$ cat src/rtl/sipo_frame_pkg.sv
// sipo_frame_pkg
// Shared types and constants for the SIPO frame controller.
//   state_t     : controller states (IDLE / SHIFT / PARITY)
//   DEFAULT_WIDTH : default number of data bits per frame
//   cntWidth()  : bit-counter width for a given frame width
// Optional feature macro: PARITY_CHECK_EN (PARITY is only entered when defined)
package sipo_frame_pkg;

   typedef enum logic [1:0] {
      IDLE   = 2'd0,
      SHIFT  = 2'd1,
      PARITY = 2'd2
   } state_t;

   localparam int DEFAULT_WIDTH = 4;

   // A counter must hold 0..w-1; a 2-bit frame still needs one counter bit.
   function automatic int cntWidth(input int w);
      return (w <= 2) ? 1 : $clog2(w);
   endfunction

endpackage

$ cat src/rtl/sipo_frame_ctrl_if.sv
// sipo_frame_ctrl_if
// Bundles the serial input side and the word-level valid/ready side.
//   ser_in, ser_en : serial bit and its strobe
//   word_out, word_valid, word_ready : word handshake
//   busy, overrun  : status
//   parity_err     : parity flag (only with PARITY_CHECK_EN)
// master = source/consumer side, slave = controller side.
interface sipo_frame_ctrl_if #(
   parameter int WIDTH = 4
);

   logic             ser_in;
   logic             ser_en;
   logic [WIDTH-1:0] word_out;
   logic             word_valid;
   logic             word_ready;
   logic             busy;
   logic             overrun;
`ifdef PARITY_CHECK_EN
   logic             parity_err;
`endif

   modport master (
      output ser_in,
      output ser_en,
      output word_ready,
      input  word_out,
      input  word_valid,
      input  busy,
`ifdef PARITY_CHECK_EN
      input  parity_err,
`endif
      input  overrun
   );

   modport slave (
      input  ser_in,
      input  ser_en,
      input  word_ready,
      output word_out,
      output word_valid,
      output busy,
`ifdef PARITY_CHECK_EN
      output parity_err,
`endif
      output overrun
   );

endinterface

$ cat src/rtl/sipo_shift_reg.sv
// sipo_shift_reg
// Parameterised serial-in/parallel-out register, MSB-first framing:
// each enabled cycle shifts ser_in into the LSB.
//   clk, rst  : clock, synchronous active-high clear
//   shift_en  : shift strobe
//   ser_in    : serial data bit
//   par_out   : current register contents
module sipo_shift_reg #(
   parameter int WIDTH = 4
) (
   input  logic             clk,
   input  logic             rst,
   input  logic             shift_en,
   input  logic             ser_in,
   output logic [WIDTH-1:0] par_out
);

   logic [WIDTH-1:0] shift_q;

   // Older bits migrate toward the MSB so the first bit received ends up on top.
   always_ff @(posedge clk) begin
      if (rst) begin
         shift_q <= '0;
      end else if (shift_en) begin
         shift_q <= {shift_q[WIDTH-2:0], ser_in};
      end
   end

   assign par_out = shift_q;

endmodule

$ cat src/rtl/sipo_frame_ctrl.sv
// sipo_frame_ctrl
// Frames a serial bit stream into WIDTH-bit words: waits for a '1' start
// marker, shifts exactly WIDTH data bits into the SIPO, then hands the word
// to a holding register offered downstream with valid/ready.
//   clk, rst : clock, synchronous active-high reset
//   bus      : sipo_frame_ctrl_if.slave (serial input, word handshake, status)
// Optional feature macro: PARITY_CHECK_EN adds an even-parity bit after the
// data bits and drives bus.parity_err.
module sipo_frame_ctrl
   import sipo_frame_pkg::*;
#(
   parameter int WIDTH = DEFAULT_WIDTH
) (
   input  logic              clk,
   input  logic              rst,
   sipo_frame_ctrl_if.slave  bus
);

   localparam int CNT_W = cntWidth(WIDTH);

   state_t           state_q;
   logic [CNT_W-1:0] bitCnt_q;
   logic [WIDTH-1:0] wordOut_q;
   logic             wordValid_q;
   logic             overrun_q;
   logic [WIDTH-1:0] sipoOut;
   logic             shiftEn;
   logic             lastBit;
   logic             complete_d;
   logic [WIDTH-1:0] word_d;
`ifdef PARITY_CHECK_EN
   logic             parityErr_q;
   logic             parityErr_d;
`else
   logic             unusedSipoMsb;
`endif

   assign shiftEn = bus.ser_en && (state_q == SHIFT);
   assign lastBit = (bitCnt_q == CNT_W'(WIDTH - 1));

   sipo_shift_reg #(.WIDTH(WIDTH)) u_shift (
      .clk      (clk),
      .rst      (rst),
      .shift_en (shiftEn),
      .ser_in   (bus.ser_in),
      .par_out  (sipoOut)
   );

   // The completed word must include the bit sampled on the completion edge.
   // Without parity that bit is still entering the SIPO, so it is spliced in
   // here; with parity the SIPO is already full when the parity bit arrives.
   always_comb begin
`ifdef PARITY_CHECK_EN
      complete_d  = bus.ser_en && (state_q == PARITY);
      word_d      = sipoOut;
      parityErr_d = (^sipoOut) ^ bus.ser_in;
`else
      complete_d  = shiftEn && lastBit;
      word_d      = {sipoOut[WIDTH-2:0], bus.ser_in};
`endif
   end

`ifndef PARITY_CHECK_EN
   assign unusedSipoMsb = sipoOut[WIDTH-1];
`endif

   // Frame sequencing plus holding register. A completion that meets an
   // unconsumed word with no ready is dropped and flagged; a completion that
   // coincides with a handshake simply replaces the word and keeps valid high.
   always_ff @(posedge clk) begin
      if (rst) begin
         state_q     <= IDLE;
         bitCnt_q    <= '0;
         wordOut_q   <= '0;
         wordValid_q <= 1'b0;
         overrun_q   <= 1'b0;
`ifdef PARITY_CHECK_EN
         parityErr_q <= 1'b0;
`endif
      end else begin
         if (wordValid_q && bus.word_ready) begin
            wordValid_q <= 1'b0;
`ifdef PARITY_CHECK_EN
            parityErr_q <= 1'b0;
`endif
         end

         if (complete_d) begin
            if (wordValid_q && !bus.word_ready) begin
               overrun_q <= 1'b1;
            end else begin
               wordOut_q   <= word_d;
               wordValid_q <= 1'b1;
`ifdef PARITY_CHECK_EN
               parityErr_q <= parityErr_d;
`endif
            end
         end

         case (state_q)
            IDLE: begin
               if (bus.ser_en && bus.ser_in) begin
                  state_q  <= SHIFT;
                  bitCnt_q <= '0;
               end
            end
            SHIFT: begin
               if (bus.ser_en) begin
                  if (lastBit) begin
                     bitCnt_q <= '0;
`ifdef PARITY_CHECK_EN
                     state_q  <= PARITY;
`else
                     state_q  <= IDLE;
`endif
                  end else begin
                     bitCnt_q <= bitCnt_q + CNT_W'(1);
                  end
               end
            end
            PARITY: begin
               if (bus.ser_en) begin
                  state_q <= IDLE;
               end
            end
            default: begin
               state_q <= IDLE;
            end
         endcase
      end
   end

   assign bus.word_out   = wordOut_q;
   assign bus.word_valid = wordValid_q;
   assign bus.busy       = (state_q != IDLE);
   assign bus.overrun    = overrun_q;
`ifdef PARITY_CHECK_EN
   assign bus.parity_err = parityErr_q;
`endif

endmodule

$ cat src/flat_wrapper.sv
// flat-port wrapper written by rule: the top's interface ports become plain ports
module sipo_frame_ctrl_flat import sipo_frame_pkg::*;
#(
   parameter int WIDTH = DEFAULT_WIDTH
)
  (clk, rst, bus_ser_in, bus_ser_en, bus_word_ready, bus_word_out, bus_word_valid, bus_busy, bus_overrun);
  sipo_frame_ctrl_if #(.WIDTH(WIDTH)) bus_i ();
  input  logic clk;
  input  logic rst;
  input wire logic [$bits(bus_i.ser_in)-1:0] bus_ser_in;
  input wire logic [$bits(bus_i.ser_en)-1:0] bus_ser_en;
  input wire logic [$bits(bus_i.word_ready)-1:0] bus_word_ready;
  output wire logic [$bits(bus_i.word_out)-1:0] bus_word_out;
  output wire logic [$bits(bus_i.word_valid)-1:0] bus_word_valid;
  output wire logic [$bits(bus_i.busy)-1:0] bus_busy;
  output wire logic [$bits(bus_i.overrun)-1:0] bus_overrun;
  assign bus_i.ser_in = bus_ser_in;
  assign bus_i.ser_en = bus_ser_en;
  assign bus_i.word_ready = bus_word_ready;
  assign bus_word_out = bus_i.word_out;
  assign bus_word_valid = bus_i.word_valid;
  assign bus_busy = bus_i.busy;
  assign bus_overrun = bus_i.overrun;
  sipo_frame_ctrl #(.WIDTH(WIDTH)) u_core (.clk(clk), .rst(rst), .bus(bus_i));
endmodule
$ cat config.mk
export PLATFORM = sky130hd
export DESIGN_NAME = sipo_frame_ctrl_flat
export DESIGN_NICKNAME = d
export VERILOG_FILES = /design/src/rtl/sipo_frame_pkg.sv /design/src/rtl/sipo_frame_ctrl_if.sv /design/src/rtl/sipo_shift_reg.sv /design/src/rtl/sipo_frame_ctrl.sv /design/src/flat_wrapper.sv
export SDC_FILE = /design/constraint.sdc
export NUM_CORES = 1
export LEC_CHECK = 0
export CAP_MARGIN = 20
export CORE_ASPECT_RATIO = 0.75
export CORE_MARGIN = 3
export CORE_UTILIZATION = 30
export DETAILED_ROUTE_END_ITERATION = 16
export PLACE_DENSITY = 0.51
export SETUP_SLACK_MARGIN = 0.05
export SLEW_MARGIN = 20
export SYNTH_ARGS = -nofsm -noshare
export SYNTH_HDL_FRONTEND = slang
export SYNTH_SLANG_ARGS = --single-unit
$ cat constraint.sdc
create_clock -name clk -period 1.4 [get_ports clk]
set_input_delay 0.28 -clock clk [delete_from_list [all_inputs] [get_ports clk]]
set_output_delay 0.28 -clock clk [all_outputs]
set_load 0.02 [all_outputs]
### Word level (Yosys, flattened, before mapping)

Cells that the tools add are included.

| storage, ports and cells | value |
|---|---|
| logic and storage cells | 40 |
| register bits after elaboration | 13 |
| output and inout bits | 7 |

| operators by class | value |
|---|---|
| reductions and logical operators | 13 |
| $add $sub $neg | 1 |
| equal/unequal tests | 7 |
| bitwise operators | 1 |
| mux-type cells | 12 |

Operators with widths:

| operator | count |
|---|---|
| 2-bit 2-to-1 mux | 7 |
| 2-bit one-hot mux with 3 select lines | 1 |
| 1-bit logical AND | 5 |
| 2-bit == test, second input constant | 2 |
| 2-bit by 1-bit != test with 1-bit output, second input constant | 2 |
| 2-bit != test, second input constant | 2 |
| 2-bit one-hot mux with 2 select lines | 1 |
| 2-bit AND reduction | 2 |
| 4-bit AND reduction | 1 |
| 2-bit nonzero test | 2 |
| 1-bit 2-to-1 mux | 3 |
| 3-bit AND reduction | 1 |
| 2-bit by 1-bit adder with 2-bit output, second input constant | 1 |
| 2-bit by 1-bit == test with 1-bit output, second input constant | 1 |
| 2-bit logical NOT | 1 |
| 1-bit logical NOT | 1 |
| 1-bit inverter | 1 |

### Logic depth before layout (Yosys ltp)

| logic depth | value |
|---|---|
| depth after elaboration | 4 |
| mapped depth | 4 |

### By module

Synthesis repeated with hierarchy kept, for this count alone.

| unflattened totals | value |
|---|---|
| cells, all modules | 55 |
| area, all modules | 543.0 µm² |

Modules (own cells, without submodules):

| module | area each (µm²) | cells each | times used |
|---|---|---|---|
| sipo_frame_ctrl | 402.9 | 42 | 1 |
| sipo_shift_reg | 140.1 | 13 | 1 |

### Worst setup path before layout

OpenSTA, ideal clock, no wires.

| timing path | value |
|---|---|
| path type | register to register |
| from | register u_core.state_q[0] |
| to | register u_core.wordOut_q[0], in the netlist u_core.bus.word_out[0] |
| data arrival time | 1.128 ns |
| period minus slack after synthesis | 1.200 ns |
| slack | 0.200 ns |
| stages on the path, launching flop included | 5 |
| buffers on the path | 1 |
| cell sequence | dfxtp_1 buf_6 nand2_4 nor3b_4 mux2i_1 |

| on the way | value |
|---|---|
| word-level cells in the longest chain between the ends | 4 |

Ends and longest elaborated chain:

| what | line | source |
|---|---|---|
| start: declaration | sipo_frame_ctrl.sv:21 | `state_t state_q;` |
| start signal: assignment | sipo_frame_ctrl.sv:72 | `state_q <= IDLE;` |
| start signal: assignment | sipo_frame_ctrl.sv:103 | `state_q <= SHIFT;` |
| start signal: assignment | sipo_frame_ctrl.sv:114 | `state_q <= IDLE;` |
| 2-bit by 1-bit == test with 1-bit output | sipo_frame_ctrl.sv:38 | `assign shiftEn = bus.ser_en && (state_q == SHIFT);` |
| 1-bit logical AND | sipo_frame_ctrl.sv:38 |  |
| 1-bit logical AND | sipo_frame_ctrl.sv:58 | `complete_d = shiftEn && lastBit;` |
| 2-bit AND reduction (no line) | n/a |  |
| end signal: assignment | sipo_frame_ctrl.sv:92 | `wordOut_q <= word_d;` |
| end: declaration | sipo_frame_ctrl.sv:23 | `logic [WIDTH-1:0] wordOut_q;` |

No other way between the ends.
A chain may end at the register's enable or synchronous reset.

### Worst setup path in the final report

| timing path | value |
|---|---|
| from | input bus_ser_en |
| to | register u_core.wordOut_q[0], in the netlist u_core.bus.word_out[0] |

| on the way | value |
|---|---|
| word-level cells in the longest chain between the ends | 3 |

Ends and longest elaborated chain:

| what | line | source |
|---|---|---|
| start: declaration | flat_wrapper.sv:11 | `input wire logic [$bits(bus_i.ser_en)-1:0] bus_ser_en;` |
| 1-bit logical AND | sipo_frame_ctrl.sv:38 |  |
| 1-bit logical AND | sipo_frame_ctrl.sv:58 |  |
| 2-bit AND reduction (no line) | n/a |  |

No other way between the ends.

==> reports/qor.yml <==
status: "completed"
drt_iter0_markers: 7
boundaryPins: 12
synth_top_area_share: 0.460
syn_area_per_cell_sq_um: 9.66
relSlewSlack: 0.782
clockRootBuffer: "clkbuf_4"
clk_latency_ns: 0.26
tightest_slew_ns: 0.327
grt_pass1_vias: 374
die_y_microns: 42.1
cts_tree: "built"
seq_area_sq_um: 240
seq_area_frac_synth: 0.460
cts_setup_buffers: 0
grt_max_degree: 12
routabilityCongestion: 0.747
io_buffers: 11
crit_family: "buffers and inverters"
gr-usage-all-layers: 0.102
synth_nets: 60
crit_buf_inv: 1
htreeDepth: 1
syn_area_sq_um: 522
cts_sinks: 12
finalClockSkew_ns: 0.00184
path_depth: 4
r2r_cells: 4
fin_crit_ns: 1.22
synth_top_cell_by_area: "dfxtp_1"
wl_mm: 1.03
dpl.hpwl_microns: 768
nets: 81
area_delta_synth_final_pct: 35.3
clkSlewWorstSetupHoldPaths_ns: 0.07
drtAntennaViolNets: 0
fmax_mhz: 819
synth_cell_types: 19
crit_path_start_kind: "primary input"
syn_inst: 54
cts_hold_buf: 0
firstDrtPassIters: 4
num_rows: 12
drive_gt1_frac: 0.192
critPathLaunch: "bus_ser_en"
drv_slew: 0
wl_per_cell_microns: 10.9
antenna_found_initial: 0
cts_buffers: 3
grt_pass1_wl_mm: 1.66
fill_cells: 168
layout_setup_ws_ns: 0.179
die-area_sq_um: 2280
vias_per_cell: 4.77
cp_data_arrival_time_ns: 1.42
setup_viol: 0
synth_seq_cells: 12
hold_violations: 0
crit_path_top_delay_cell: "clkdlybuf4s50_1"
start_util: 0.334
p_leak_nw: 0.287
crit_end: "u_core.bus.word_out[0]$_SDFFE_PP0P_"
reg2reg_to: "u_core.bus.word_out[0]$_SDFFE_PP0P_"
coreArea_sq_um: 1560
synthTopCellsByArea: "dfxtp_1 46%, nand2b_1 9.6%, mux2i_1 7.7%"
r2r_setup_slack_ns: 0.22
worstPathCellList: "clkdlybuf4s50_1 > nand2_4 > nor3b_4 > mux2i_1"
ctsResizeCount: 7
slowest_delay_ns: 0.52
drc: 0
die_w_microns: 54.2
worst-setup-path-type: "in2reg"
cp.required_ns: 1.59
grt_overflow: 0
dr_total_vias: 448
synth-warning-count: 0
clock_path_buffers: 2
dp_slack_ns: -0.104
multi_input_area_sq_um: 255
hold_path_class: "reg2reg"
end_kind: "flip-flop"
path_max_fanout: 4
antenna_cells: 0
grt_setup_unrepaired: "false"
peakVddDrop_uv: 693
utilization: 0.452
tns_ns: 0
drv_cap: 0
r2r-start: "u_core.state_q[0]$_SDFFE_PP0P_"
period_share: 0.872
pwr_density_cell_nw_per_um2: 869
## metrics by stage
step                      power, mW  hold slack, ns  instances  instance area [sq um]
after detailed placement      0.421           0.461         91                    692
after global routing          0.645           0.494         94                    706
after floorplan               0.392           0.427         54                    522
after CTS                     0.630           0.471         94                    706
after global placement        0.421           0.449         91                    692
final                         0.613           0.472         94                    706
## area by class of cell
cell class / instances / area share
well taps: 21 / 0.0372
repair buffers: 19 / 0.229
multi-input cells: 39 / 0.362
flip-flops and latches: 12 / 0.340
clock buffers: 3 / 0.0319
## power by group
group / switching (mW) / internal (mW) / total [mW]
sequential: 0.00282 / 0.346 / 0.349
combinational: 0.0312 / 0.0328 / 0.0640
clock: 0.102 / 0.0993 / 0.201
## synth_stat cells (all sizes together)
cell	instances
a21oi	5
a31oi	1
a32oi	1
a41oi	1
buf	2
clkbuf	1
dfxtp	12
ha	1
mux2i	4
nand2	7
nand2b	8
nand3	3
nand3b	1
nor2	3
nor2b	1
nor3b	1
o21ai	1
or2	1
## cells by family after synthesis
logic type,count (synthesis),share of synthesized area
compound gates,9,0.103
mux,4,0.0767
flops,12,0.460
buf+inv,3,0.0503
fa+ha+maj,1,0.0240
simple gates,25,0.285
## cells in the final DEF, fill, tap and decap left out, drive strengths merged
| cell type | n |
|---|---|
| a32oi | 1 |
| buf | 8 |
| nand2 | 7 |
| nor2b | 1 |
| nand3b | 1 |
| clkdlybuf4s50 | 4 |
| nor2 | 3 |
| a21oi | 5 |
| ha | 1 |
| dlygate4sd2 | 7 |
| a31oi | 1 |
| nor3b | 1 |
| nand2b | 8 |
| o21ai | 1 |
| mux2i | 4 |
| dfxtp | 12 |
| nand3 | 3 |
| clkbuf | 3 |
| or2 | 1 |
| a41oi | 1 |
## worst min-delay path: stages, from the launching register on
cell and delay (ns):
dfxtp_1 0.32, nand2_1 0.06, a21oi_1 0.05
## registers in the layout, summed over array words and instances, names as in the netlist
| register | flops |
|---|---|
| u_core.bus.word_out | 4 |
| u_core.u_shift.par_out | 3 |
| u_core.bitCnt_q | 2 |
| u_core.bus.overrun | 1 |
| u_core.bus.word_valid | 1 |
| u_core.state_q | 1 |
## routing by layer
layer | GRT usage | share of wire | up-vias | wire length [microns]
met4 | 0.0149 | 0 | 0 | 0
met3 | 0.0641 | 0.074 | 0 | 76
met1 | 0.156 | 0.53 | 205 | 542
met2 | 0.117 | 0.40 | 17 | 409
met5 | 0 | 0 | - | 0
li1 | - | - | 226 | -
## how the worst min path moves through the flow
stage                                           start                                endpoint  slack (ns)  depth (start not counted)
6_report       u_core.u_shift.par_out[2]$_SDFFE_PP0P_  u_core.u_shift.par_out[2]$_SDFFE_PP0P_        0.47                          2
3_5_place_dp   u_core.u_shift.par_out[2]$_SDFFE_PP0P_  u_core.u_shift.par_out[2]$_SDFFE_PP0P_        0.46                          2
4_1_cts        u_core.u_shift.par_out[2]$_SDFFE_PP0P_  u_core.u_shift.par_out[2]$_SDFFE_PP0P_        0.47                          2
5_1_grt        u_core.u_shift.par_out[2]$_SDFFE_PP0P_  u_core.u_shift.par_out[2]$_SDFFE_PP0P_        0.49                          2
2_1_floorplan                              bus_ser_in  u_core.u_shift.par_out[0]$_SDFFE_PP0P_        0.43                          2
3_3_place_gp   u_core.u_shift.par_out[2]$_SDFFE_PP0P_  u_core.u_shift.par_out[2]$_SDFFE_PP0P_        0.45                          2
Note: power is estimated with default switching activity, not from simulation.
